<file path="src/rtl/output_serializer_pkg.sv">
// Shared constants for the output serializer: FSM state encodings and line levels.
// Latency: n/a (declarations only).
// Backpressure: n/a (declarations only).
// Config macro: OUT_PARITY_EN adds the PARITY state encoding.
package output_serializer_pkg;

   // The serial line rests high between frames.
   localparam logic TX_IDLE  = 1'b1;
   localparam logic TX_START = 1'b0;

   typedef enum logic [2:0] {
      ST_IDLE   = 3'd0,
      ST_START  = 3'd1,
      ST_DATA   = 3'd2,
      ST_STOP   = 3'd3
`ifdef OUT_PARITY_EN
      , ST_PARITY = 3'd4
`endif
   } state_t;

endpackage

</file>
<file path="src/rtl/output_serializer_fifo.sv">
// out_fifo: word queue between the CPU write strobe and the serializer FSM.
// Latency: a pushed word is visible at o_data (head) one clock after the push edge.
// Backpressure: pushes while o_full is high and pops while o_empty is high are ignored.
// Ports: i_clk, i_reset (sync, active-high), i_push/i_data write side,
//        i_pop/o_data read side (o_data is the current head), o_full/o_empty registered flags.
module out_fifo #(
   parameter int Width     = 8,
   parameter int DepthLog2 = 2
) (
   input  logic             i_clk,
   input  logic             i_reset,
   input  logic             i_push,
   input  logic             i_pop,
   input  logic [Width-1:0] i_data,
   output logic [Width-1:0] o_data,
   output logic             o_full,
   output logic             o_empty
);

   localparam logic [DepthLog2:0] CountFull = (DepthLog2+1)'(1 << DepthLog2);

   logic [Width-1:0]     r_mem [1 << DepthLog2];
   logic [DepthLog2-1:0] r_wr_ptr;
   logic [DepthLog2-1:0] r_rd_ptr;
   logic [DepthLog2:0]   r_count;
   logic                 r_full;
   logic                 r_empty;
   logic                 w_push;
   logic                 w_pop;
   logic [DepthLog2:0]   w_count_nxt;

   assign w_push = i_push && !r_full;
   assign w_pop  = i_pop  && !r_empty;

   // Simultaneous push and pop leave the occupancy unchanged.
   always_comb begin
      w_count_nxt = r_count;
      case ({w_push, w_pop})
         2'b10:   w_count_nxt = r_count + 1'b1;
         2'b01:   w_count_nxt = r_count - 1'b1;
         default: w_count_nxt = r_count;
      endcase
   end

   // Storage needs no reset; occupancy tracking decides what is valid.
   always_ff @(posedge i_clk) begin
      if (w_push) begin
         r_mem[r_wr_ptr] <= i_data;
      end
   end

   // Pointers are exactly DepthLog2 bits wide so they wrap modulo depth for free.
   always_ff @(posedge i_clk) begin
      if (i_reset) begin
         r_wr_ptr <= '0;
         r_rd_ptr <= '0;
         r_count  <= '0;
         r_full   <= 1'b0;
         r_empty  <= 1'b1;
      end else begin
         if (w_push) r_wr_ptr <= r_wr_ptr + 1'b1;
         if (w_pop)  r_rd_ptr <= r_rd_ptr + 1'b1;
         r_count <= w_count_nxt;
         r_full  <= (w_count_nxt == CountFull);
         r_empty <= (w_count_nxt == '0);
      end
   end

   assign o_data  = r_mem[r_rd_ptr];
   assign o_full  = r_full;
   assign o_empty = r_empty;

endmodule

</file>
<file path="src/rtl/output_serializer.sv">
// output_serializer: buffers CPU output words and sends each as an async serial frame
//    (start 0, DataWidth bits LSB first, optional even parity, stop 1), BaudDiv clocks per bit.
// Latency: Ld into an empty, idle serializer drives the start bit from the next clock edge.
// Backpressure: none toward the CPU; a write while Full is dropped and sets sticky Overrun.
// Ports: i_Clk, i_Reset (sync, active-high), i_Ld/i_DIn write strobe and word,
//        o_Tx serial line (registered, idle high), o_Busy, o_Full, o_Overrun.
// Config macro: OUT_PARITY_EN inserts an even-parity bit between the data bits and the stop bit.
module output_serializer
   import output_serializer_pkg::*;
#(
   parameter int DataWidth     = 8,
   parameter int BaudDiv       = 16,
   parameter int FifoDepthLog2 = 2
) (
   input  logic                 i_Clk,
   input  logic                 i_Reset,
   input  logic                 i_Ld,
   input  logic [DataWidth-1:0] i_DIn,
   output logic                 o_Tx,
   output logic                 o_Busy,
   output logic                 o_Full,
   output logic                 o_Overrun
);

   localparam int BaudW = (BaudDiv > 2) ? $clog2(BaudDiv) : 1;
   localparam int BitW  = (DataWidth > 1) ? $clog2(DataWidth) : 1;
   localparam logic [BaudW-1:0] BaudLast = BaudW'(BaudDiv - 1);
   localparam logic [BitW-1:0]  BitLast  = BitW'(DataWidth - 1);

   state_t               r_state;
   logic                 r_tx;
   logic                 r_overrun;
   logic [BaudW-1:0]     r_baud;
   logic [BitW-1:0]      r_bit;
   logic [DataWidth-1:0] r_shift;
`ifdef OUT_PARITY_EN
   logic                 r_parity;
`endif

   logic                 w_push;
   logic                 w_pop;
   logic                 w_full;
   logic                 w_empty;
   logic                 w_bit_end;
   logic [DataWidth-1:0] w_fifo_dat;

   // Overrun is judged against the registered Full, so a pop at the same edge does not rescue the write.
   assign w_push    = i_Ld && !w_full;
   assign w_pop     = (r_state == ST_IDLE) && !w_empty;
   assign w_bit_end = (r_baud == BaudLast);

   out_fifo #(
      .Width     (DataWidth),
      .DepthLog2 (FifoDepthLog2)
   ) u_fifo (
      .i_clk   (i_Clk),
      .i_reset (i_Reset),
      .i_push  (w_push),
      .i_pop   (w_pop),
      .i_data  (i_DIn),
      .o_data  (w_fifo_dat),
      .o_full  (w_full),
      .o_empty (w_empty)
   );

   // r_tx is loaded with the level of the period being entered, so the line changes
   // on the same edge as the state and no combinational path reaches o_Tx.
   // r_shift is pre-shifted: r_shift[0] is always the next data bit to send.
   always_ff @(posedge i_Clk) begin
      if (i_Reset) begin
         r_state   <= ST_IDLE;
         r_tx      <= TX_IDLE;
         r_overrun <= 1'b0;
         r_baud    <= '0;
         r_bit     <= '0;
         r_shift   <= '0;
`ifdef OUT_PARITY_EN
         r_parity  <= 1'b0;
`endif
      end else begin
         if (i_Ld && w_full) r_overrun <= 1'b1;

         case (r_state)
            ST_IDLE: begin
               r_tx   <= TX_IDLE;
               r_baud <= '0;
               r_bit  <= '0;
               if (!w_empty) begin
                  r_shift  <= w_fifo_dat;
`ifdef OUT_PARITY_EN
                  r_parity <= ^w_fifo_dat;
`endif
                  r_tx     <= TX_START;
                  r_state  <= ST_START;
               end
            end

            ST_START: begin
               if (w_bit_end) begin
                  r_baud  <= '0;
                  r_tx    <= r_shift[0];
                  r_shift <= r_shift >> 1;
                  r_state <= ST_DATA;
               end else begin
                  r_baud <= r_baud + 1'b1;
               end
            end

            ST_DATA: begin
               if (w_bit_end) begin
                  r_baud <= '0;
                  if (r_bit == BitLast) begin
                     r_bit   <= '0;
`ifdef OUT_PARITY_EN
                     r_tx    <= r_parity;
                     r_state <= ST_PARITY;
`else
                     r_tx    <= TX_IDLE;
                     r_state <= ST_STOP;
`endif
                  end else begin
                     r_bit   <= r_bit + 1'b1;
                     r_tx    <= r_shift[0];
                     r_shift <= r_shift >> 1;
                  end
               end else begin
                  r_baud <= r_baud + 1'b1;
               end
            end

`ifdef OUT_PARITY_EN
            ST_PARITY: begin
               if (w_bit_end) begin
                  r_baud  <= '0;
                  r_tx    <= TX_IDLE;
                  r_state <= ST_STOP;
               end else begin
                  r_baud <= r_baud + 1'b1;
               end
            end
`endif

            ST_STOP: begin
               r_tx <= TX_IDLE;
               if (w_bit_end) begin
                  r_baud  <= '0;
                  r_state <= ST_IDLE;
               end else begin
                  r_baud <= r_baud + 1'b1;
               end
            end

            default: begin
               r_tx    <= TX_IDLE;
               r_baud  <= '0;
               r_bit   <= '0;
               r_state <= ST_IDLE;
            end
         endcase
      end
   end

   assign o_Tx      = r_tx;
   assign o_Busy    = (r_state != ST_IDLE) || !w_empty;
   assign o_Full    = w_full;
   assign o_Overrun = r_overrun;

endmodule

</file>
<file path="config.mk">
export PLATFORM = sky130hd
export DESIGN_NAME = output_serializer
export DESIGN_NICKNAME = d
export VERILOG_FILES = /design/src/rtl/output_serializer_pkg.sv /design/src/rtl/output_serializer_fifo.sv /design/src/rtl/output_serializer.sv
export SDC_FILE = /design/constraint.sdc
export NUM_CORES = 1
export LEC_CHECK = 0
export CORE_UTILIZATION = 50
export DETAILED_ROUTE_END_ITERATION = 12
export GPL_ROUTABILITY_DRIVEN = 0
export PLACE_DENSITY = 0.72
export RECOVER_POWER = 25
export SLEW_MARGIN = 10
export SYNTH_ARGS = -nofsm -noshare
export SYNTH_HDL_FRONTEND = slang
export SYNTH_SLANG_ARGS = --single-unit
</file>
<file path="constraint.sdc">
create_clock -name i_Clk -period 2.3 [get_ports i_Clk]
set_input_delay 0.46 -clock i_Clk [delete_from_list [all_inputs] [get_ports i_Clk]]
set_output_delay 0.46 -clock i_Clk [all_outputs]
set_load 0.05 [all_outputs]
</file>
==> results of run 1 <==
[worst max-delay path, stage by stage, from the launching register on]
cell and delay (ns):
dfxtp_2 0.35, inv_1 0.06, ha_1 0.21, nor2b_2 0.18, ha_2 0.18, fa_2 0.33
xnor2_1 0.14, or3_1 0.36, a21oi_2 0.18, nor2b_1 0.14
[where the power goes]
group / switching (uW) / internal (uW)
registers: 128 / 1370
clock network: 421 / 607
logic: 797 / 738
total: 1350 / 2720
[worst min-delay path by stage]
stage,start,end,slack [ns],cells after the start
after floorplan,r_baud[0]$_SDFF_PP0_,r_baud[0]$_SDFF_PP0_,0.42,1
after global placement,r_baud[0]$_SDFF_PP0_,r_baud[0]$_SDFF_PP0_,0.44,1
after detailed placement,r_baud[0]$_SDFF_PP0_,r_baud[0]$_SDFF_PP0_,0.44,1
after CTS,r_baud[0]$_SDFF_PP0_,r_baud[0]$_SDFF_PP0_,0.45,1
after global routing,i_Ld,o_Overrun$_SDFFE_PP0P_,0.47,3
final,i_Ld,o_Overrun$_SDFFE_PP0P_,0.44,3
[synthesized netlist by cell type, types with 2 or more instances]
master	instances
a21oi_1	15
and3_2	2
nor3_1	2
o21ai_0	3
nand2_1	6
a211oi_1	9
ha_1	13
mux4_2	8
nor2_1	20
xor2_1	3
inv_1	8
clkbuf_1	6
xnor2_1	4
o21ai_2	2
buf_2	2
a22oi_1	3
dfxtp_1	30
mux2i_1	8
nor2b_1	3
and2_1	7
edfxtp_1	32
[kinds of logic after synthesis]
logic type / after synthesis / share of synthesized area
AO/OA/AOI/OAI: 37 / 0.09564
XOR/XNOR: 7 / 0.02320
adder cells (fa/ha/maj): 14 / 0.06913
buffers and inverters: 17 / 0.02794
flip-flops: 62 / 0.5909
multiplexers: 16 / 0.09848
AND/OR/NAND/NOR: 48 / 0.09470
[per-layer routing]
metal	GRT usage	vias up	part of all wire
met5	0	-	0
met4	0.09853	0	0.017
met3	0.05756	7	0.035
met2	0.2833	29	0.48
met1	0.2276	770	0.46
li1	-	792	-
[final cells by class]
cell class | count | area share
multi-input combinational | 122 | 0.3241
clock inverter | 6 | 0.02727
clock buffer | 10 | 0.04032
tap | 70 | 0.02767
timing repair buffer | 26 | 0.07668
inverter | 8 | 0.009486
sequential | 62 | 0.4945
[repair_timing]
action                                 CTS  global route
endpoints found under the hold margin    0             0
resized for setup                        2             7
hold buffers                             0             0
setup endpoints to repair                2             2
setup buffers                            0             2
pin swaps                                0             2
[stage by stage]
stage / hold WS [ns] / total power, uW
after CTS: 0.4538 / 4063
final: 0.4422 / 4061
after floorplan: 0.4175 / 2613
after global placement: 0.4367 / 2990
after global routing: 0.4707 / 4322
after detailed placement: 0.4435 / 3024
[flip-flops by register name, indices dropped and copies added, names as in the netlist, named ones only]
signal,cells
u_fifo.r_mem,32
u_fifo.r_wr_ptr,2
o_Tx,1
r_baud,4
r_state,2
r_bit,3
o_Overrun,1
r_shift,8
u_fifo.o_full,1
u_fifo.r_rd_ptr,2
u_fifo.o_empty,1
u_fifo.r_count,3
==> parameters.txt, run 1 <==
Parameter                              Value

Pwr
  PwrDens    roughly 1300 mW/mm^2
  Leakage power summed over all cells    between 0.001 and 0.0015 uW
  Max IR drop VDD    a little under 600 uV

Logic synthesis
  Count of state elements after synthesis    between 60 and 70
  Post-Syn Area per Cell    13.15 um^2
  Post-synthesis cell count    201
  Yosys top cell area share    0.3636
  Number of enable-type register cells in the synthesized netlist    32
  Synth Flop Type    edfxtp_1
  Post-synthesis sequential area ratio    0.5909
  Yosys top cell by area    edfxtp_1
  Yosys warnings    0
  Post-synthesis cell type count    36
  Net count of the mapped netlist    226
  Combined area of all synthesized cells    0.002643 mm^2
  Async set-reset flop share out of synthesis    0
  Ranking of synthesized cells by area    edfxtp_1 36%, dfxtp_1 23%, mux4_2 6.8%, ha_1 6.2%, mux2i_1 3.0%

Routing
  Via count normalized by instance count    5.257
  Count of vias placed by the detailed router    between 1500 and 2000
  Violation count after the first detailed-routing iteration    46
  Post-detailed-route count of antenna-violating nets    0
  DRT Wirelength    4.457 mm
  DRC violations left    0
  Iteration count of the initial detailed-routing pass    4
  Routed length per placed instance    about 15 um

Floorplanning
  Ports placed on the boundary    15
  Initial Util    0.5174
  Core Box Area    ~0.0051 mm^2
  Floorplan die height    approximately 75 um
  Die outline width    roughly 75 um
  Die outline area    approximately 0.0056 mm^2
  Number of core rows    26

Setup path
  Crit-path max FO    3
  Startpoint class of the critical path    flop
  Crit. Startpoint    r_state[0]$_SDFFE_PP0P_
  Arrival time at the worst endpoint    2.45 ns
  Req. time, crit path    ~2.6 ns
  Terminus of the critical flop-to-flop path    u_fifo.o_full$_SDFF_PP0_
  Critical Setup Path Class    reg2reg
  Reg2reg setup slack    around 0.11 ns
  Termination of the worst setup path    u_fifo.o_full$_SDFF_PP0_
  R2R cell count    9
  Endpoint kind of the worst setup timing path    flop
  Reg-to-Reg Start    r_state[0]$_SDFFE_PP0P_

Layout
  Finished layout cell area    0.003166 mm^2
  Share of final-layout standard cells stronger than drive strength 1    0.2222
  Count of inserted antenna diode cells    0
  Filler instances    a little under 400
  Area occupied by registers    between 0.0015 and 0.002 mm^2
  Most common cell after layout, fill and taps aside    edfxtp_1
  Layout-stage area growth over the synthesis result    19.79%
  Final net count    around 250
  Non-filler instance count after layout    approximately 300
  Final core utilization    0.6198
  Most frequent cells in the layout    32 x edfxtp_1, 27 x dfxtp_1, 20 x nor2_1
  Multi-input gate area in the final layout    approximately 0.0010 mm^2

Timing
  Number of pins with negative max-slew slack in the final report    0
  Period minus WS final    around 2.2 ns
  Max frequency    457.1 MHz
  Post-route fraction of the period consumed by the critical path    0.9512
  Transition at the pin with the smallest max-transition slack    about 0.53 ns
  Relative max-transition margin    0.6456
  Fin Clk Skew    roughly 0.0075 ns
  Minimum setup slack in the final design    between 0.1 and 0.15 ns
  Setup Viol. Count Final    0
  Final TNS setup    0 ns
  Count of final hold-check violations    0

CTS
  Reg clk slew, reported paths    roughly 0.07 ns
  Clock tree from TritonCTS    yes
  Root Buffer    clkbuf_8
  Maximum level of the CTS H-tree    3
  Clk_lat worst skew    about 0.33 ns
  Number of clock sinks    62
  Clock buffers created by TritonCTS    9
  Number of buffers on the longest clock path    2

Placement
  Detailed-placement wirelength estimate    about 3.1 mm
  Count of input and output buffers    14
  Worst setup slack after placement    -0.4037 ns
  Area of placed instances    0.002913 mm^2
  Number of cells in the design after placement    between 200 and 300

Global routing
  Global-route wire length before repair    7.217 mm
  Remaining global-route overflow    0
  Vias in the first global route    between 1500 and 2000
  Number of antenna violations at the first check in global routing    0
  Total routing resource utilization after global routing    0.1820
  Pin count of the biggest net entering global routing    25

Outcome
  Result of the run    finished clean

Min path
  Class of the worst hold path    in2reg

Run
  Max-Cap Viols    0
Power figures use the tool's default switching activity.
==> run 2, diff against run 1 <==
Settings changed: ABC_AREA set to 1, CELL_PAD_IN_SITES_DETAIL_PLACEMENT set to 2, CELL_PAD_IN_SITES_GLOBAL_PLACEMENT set to 2, CORE_UTILIZATION 50 to 33, CTS_CLUSTER_DIAMETER set to 100, PLACE_DENSITY 0.72 to 0.76.
==> parameters.txt, run 2 <==
Parameter                              Value

Outcome
  Result of the run    finished clean

Pwr
  Clock network fraction of total power    0.257 (+0.004)
  Switching power as a share of total power    0.4050 (+0.07359)
  Leakage power summed over all cells    0.001465 uW (+27%)
  Cell-internal power    2488 uW (-8.4%)
  Max IR drop VDD    497.1 uV (-16%)
  PwrDens    1250 mW/mm^2 (-2.5%)
  Sequential share of power    0.357 (-0.012)
  Total net switching power    1694 uW (+26%)
  Combinational share of power    0.386 (+0.008)

Logic synthesis
  Number of enable-type register cells in the synthesized netlist    32 (unchanged)
  Post-synthesis share of cell area spent on full adders, half adders and majority gates    0.06437 (-0.004755)
  Synth Flop Type    edfxtp_1
  Yosys warnings    0 (unchanged)
  Ranking of synthesized cells by instance count    92 x nand2_1, 62 x nor2_1, 40 x inv_1, 32 x edfxtp_1, 30 x dfxtp_1
  Count of state elements after synthesis    62 (unchanged)
  Post-synthesis sequential area ratio    0.5503 (-0.04064)
  Multiplexer share of the synthesized area    0 (-0.09848)
  Yosys top cell area share    0.3386 (-0.02501)
  Ranking of synthesized cells by area    edfxtp_1 34%, dfxtp_1 21%, nand2_1 12%, nor2_1 8.2%, ha_1 5.7%
  Post-Syn Area per Cell    8.625 um^2 (-34%)
  Combined area of all synthesized cells    0.002838 mm^2 (+7.4%)
  Post-synthesis simple-gate area fraction    0.2769 (+0.1822)
  Net count of the mapped netlist    354 (+57%)
  Async set-reset flop share out of synthesis    0 (unchanged)
  Fraction of the mapped netlist area in compound gates    0.02513 (-0.07051)
  Largest family of logic cells by synthesized area    simple AND/OR/NAND/NOR gates
  XOR/XNOR share of the synthesized area    0.009259 (-0.01394)
  Post-synthesis cell count    329 (+64%)
  Top-count cell post-synth    nand2_1
  Post-synthesis cell type count    25 (-31%)
  Yosys top cell by area    edfxtp_1

Routing
  Routed length per placed instance    15.21 um (+3.7%)
  Post-detailed-route count of antenna-violating nets    0 (unchanged)
  Via count normalized by instance count    4.759 (-9.5%)
  DRC violations left    0 (unchanged)
  DRT Wirelength    7.056 mm (+58%)
  Iteration count of the initial detailed-routing pass    4 (unchanged)
  Violation count after the first detailed-routing iteration    35 (-24%)
  Count of vias placed by the detailed router    2208 (+38%)

Timing
  Final TNS setup    0 ns (unchanged)
  Fin Clk Skew    0.006717 ns (-0.0008283 ns)
  RSZ-0062 raised after global routing    no
  Period minus WS final    2.091 ns (-0.09681 ns)
  Count of final hold-check violations    0 (unchanged)
  Number of pins with negative max-slew slack in the final report    0 (unchanged)
  Relative max-transition margin    0.6433 (-0.002276)
  Max frequency    478.2 MHz (+4.6%)
  Setup Viol. Count Final    0 (unchanged)
  Post-route fraction of the period consumed by the critical path    0.9091 (-0.04209)
  Transition at the pin with the smallest max-transition slack    0.5345 ns (+0.003552 ns)
  Minimum hold slack    0.4531 ns (+0.01083 ns)

Layout
  Largest reg by FF count    u_fifo.r_mem
  Count of inserted antenna diode cells    0 (unchanged)
  Most frequent cells in the layout    92 x nand2_1, 61 x nor2_1, 40 x inv_1
  Share of final-layout standard cells stronger than drive strength 1    0.1003 (-0.1219)
  Final net count    379 (+49%)
  Largest register FFs    32 (unchanged)
  Finished layout cell area    0.003344 mm^2 (+5.7%)
  Layout-stage area growth over the synthesis result    17.86%
  Top Registers    u_fifo.r_mem x32, r_shift x8, r_baud x4
  Most common cell after layout, fill and taps aside    nand2_1

Setup path
  Arrival time at the worst endpoint    2.36 ns (-0.09 ns)
  Crit-path max FO    4 (+1)
  Endpoint kind of the worst setup timing path    flop
  Req. time, crit path    2.57 ns (about the same)
  Critical Setup Path Class    reg2reg
  Startpoint class of the critical path    flop

CTS
  Quantity of hold-fixing buffers added after cts    0 (unchanged)
  Number of clock sinks    62 (unchanged)
  Maximum level of the CTS H-tree    3 (unchanged)
  Reg clk slew, reported paths    0.08 ns (about the same)
  Clk_lat worst skew    0.34 ns (about the same)
  Clock tree from TritonCTS    yes
  Number of buffers on the longest clock path    2 (unchanged)
  Count of buffers added by post-CTS timing repair for setup    0 (unchanged)
  Clock buffers created by TritonCTS    9 (unchanged)
  Root Buffer    clkbuf_8

Placement
  Area of placed instances    0.003118 mm^2 (+7.0%)
  Count of input and output buffers    14 (unchanged)
  Detailed-placement wirelength estimate    5.133 mm (+68%)

Floorplanning
  Die outline width    94.73 um (+27%)
  Die outline area    0.008974 mm^2 (+61%)
  Floorplan die height    94.73 um (+27%)
  Ports placed on the boundary    15 (unchanged)
  Initial Util    0.3436 (-0.1738)
  Core Box Area    0.008258 mm^2 (+62%)
  Number of core rows    33 (+27%)

Global routing
  Remaining global-route overflow    0 (unchanged)
  Total routing resource utilization after global routing    0.1767 (-0.005271)
  Pin count of the biggest net entering global routing    15 (-40%)
  Number of antenna violations at the first check in global routing    0 (unchanged)
  Vias in the first global route    2421 (+54%)
  Global-route wire length before repair    11.61 mm (+61%)

Run
  Max-Cap Viols    0 (unchanged)

Min path
  Class of the worst hold path    reg2reg
==> run 2: changes by cell type in the layout (fill, tap and decap cells not counted), sizes merged, moves of 9 or more <==
cell    previous run  this run
nand3              2        16
inv                8        44
nor2              20        63
nand4              1        10
nand2              6        94
a211oi            10         0
==> run 2: cell type report <==
| cell class | instances | area (um^2) |
|---|---|---|
| fill | 918 | 4913 |
| sequential | 62 | 1563 |
| timing repair buffer | 21 | 190.2 |
| inverter | 45 | 168.9 |
| tap | 105 | 131.4 |
| multi-input combinational | 215 | 1069 |
| clock inverter | 7 | 98.84 |
| clock buffer | 9 | 123.9 |
==> run 2: cell families (layout without fill, tap and decap cells) <==
| logic type | count (synthesis) | in the layout |
|---|---|---|
| AND/OR/NAND/NOR | 185 | 185 |
| adder cells (fa/ha/maj) | 14 | 14 |
| XOR/XNOR | 3 | 3 |
| flip-flops | 62 | 62 |
| AO/OA/AOI/OAI | 13 | 13 |
| buffers and inverters | 52 | 82 |
==> run 2: routing by layer <==
| layer | global-route usage | share of wire | vias up |
|---|---|---|---|
| met1 | 0.2048 | 0.44 | 1087 |
| met4 | 0.07576 | 0.017 | 0 |
| li1 | - | - | 1089 |
| met3 | 0.03140 | 0.022 | 12 |
| met2 | 0.3171 | 0.52 | 20 |
| met5 | 0 | 0 | - |
==> run 2: power by group through the flow <==
stage | registers, uW | clock network, uW | logic (uW)
6_report | 1490 | 1070 | 1610
5_1_grt | 1520 | 1130 | 1850
4_1_cts | 1490 | 1100 | 1660
3_5_place_dp | 1520 | 0 | 1630
3_3_place_gp | 1510 | 0 | 1530
2_1_floorplan | 1510 | 0 | 1150
==> run 2: worst paths after layout <==
kind	end	slack (ns)	startpoint	cells after the start
hold / removal	r_baud[0]$_SDFF_PP0_	0.45	r_baud[0]$_SDFF_PP0_	1
setup reg to reg	u_fifo.o_full$_SDFF_PP0_	0.21	r_state[1]$_SDFFE_PP0P_	11
setup / recovery	u_fifo.o_full$_SDFF_PP0_	0.21	r_state[1]$_SDFFE_PP0P_	11
hold reg to reg	r_baud[0]$_SDFF_PP0_	0.45	r_baud[0]$_SDFF_PP0_	1
==> run 2: per-stage QoR <==
step	utilization	power (uW)	setup slack (ns)	cells
after floorplan	-	2654	0.3405	329
after global placement	0.3776	3036	0.1064	448
after detailed placement	0.3776	3147	0.002070	448
after CTS	0.4045	4254	0.1292	464
after global routing	0.4050	4494	0.02829	464
final	0.4050	4181	0.2090	464
==> run 2: worst max-delay path, stage by stage, from the launching register on <==
cell     delay, ns
dfxtp_1       0.35
inv_1         0.12
ha_1          0.21
inv_1         0.06
nor2_2        0.18
ha_1          0.25
fa_1          0.43
nand2_1       0.08
nand2_1       0.04
inv_1         0.09
nand2_1       0.06
nor3_1        0.14
==> run 2: repair_timing <==
| action | in CTS | in global routing |
|---|---|---|
| hold endpoints to repair | 0 | 0 |
| setup endpoints to repair | 0 | 2 |
| resized for setup | 0 | 2 |
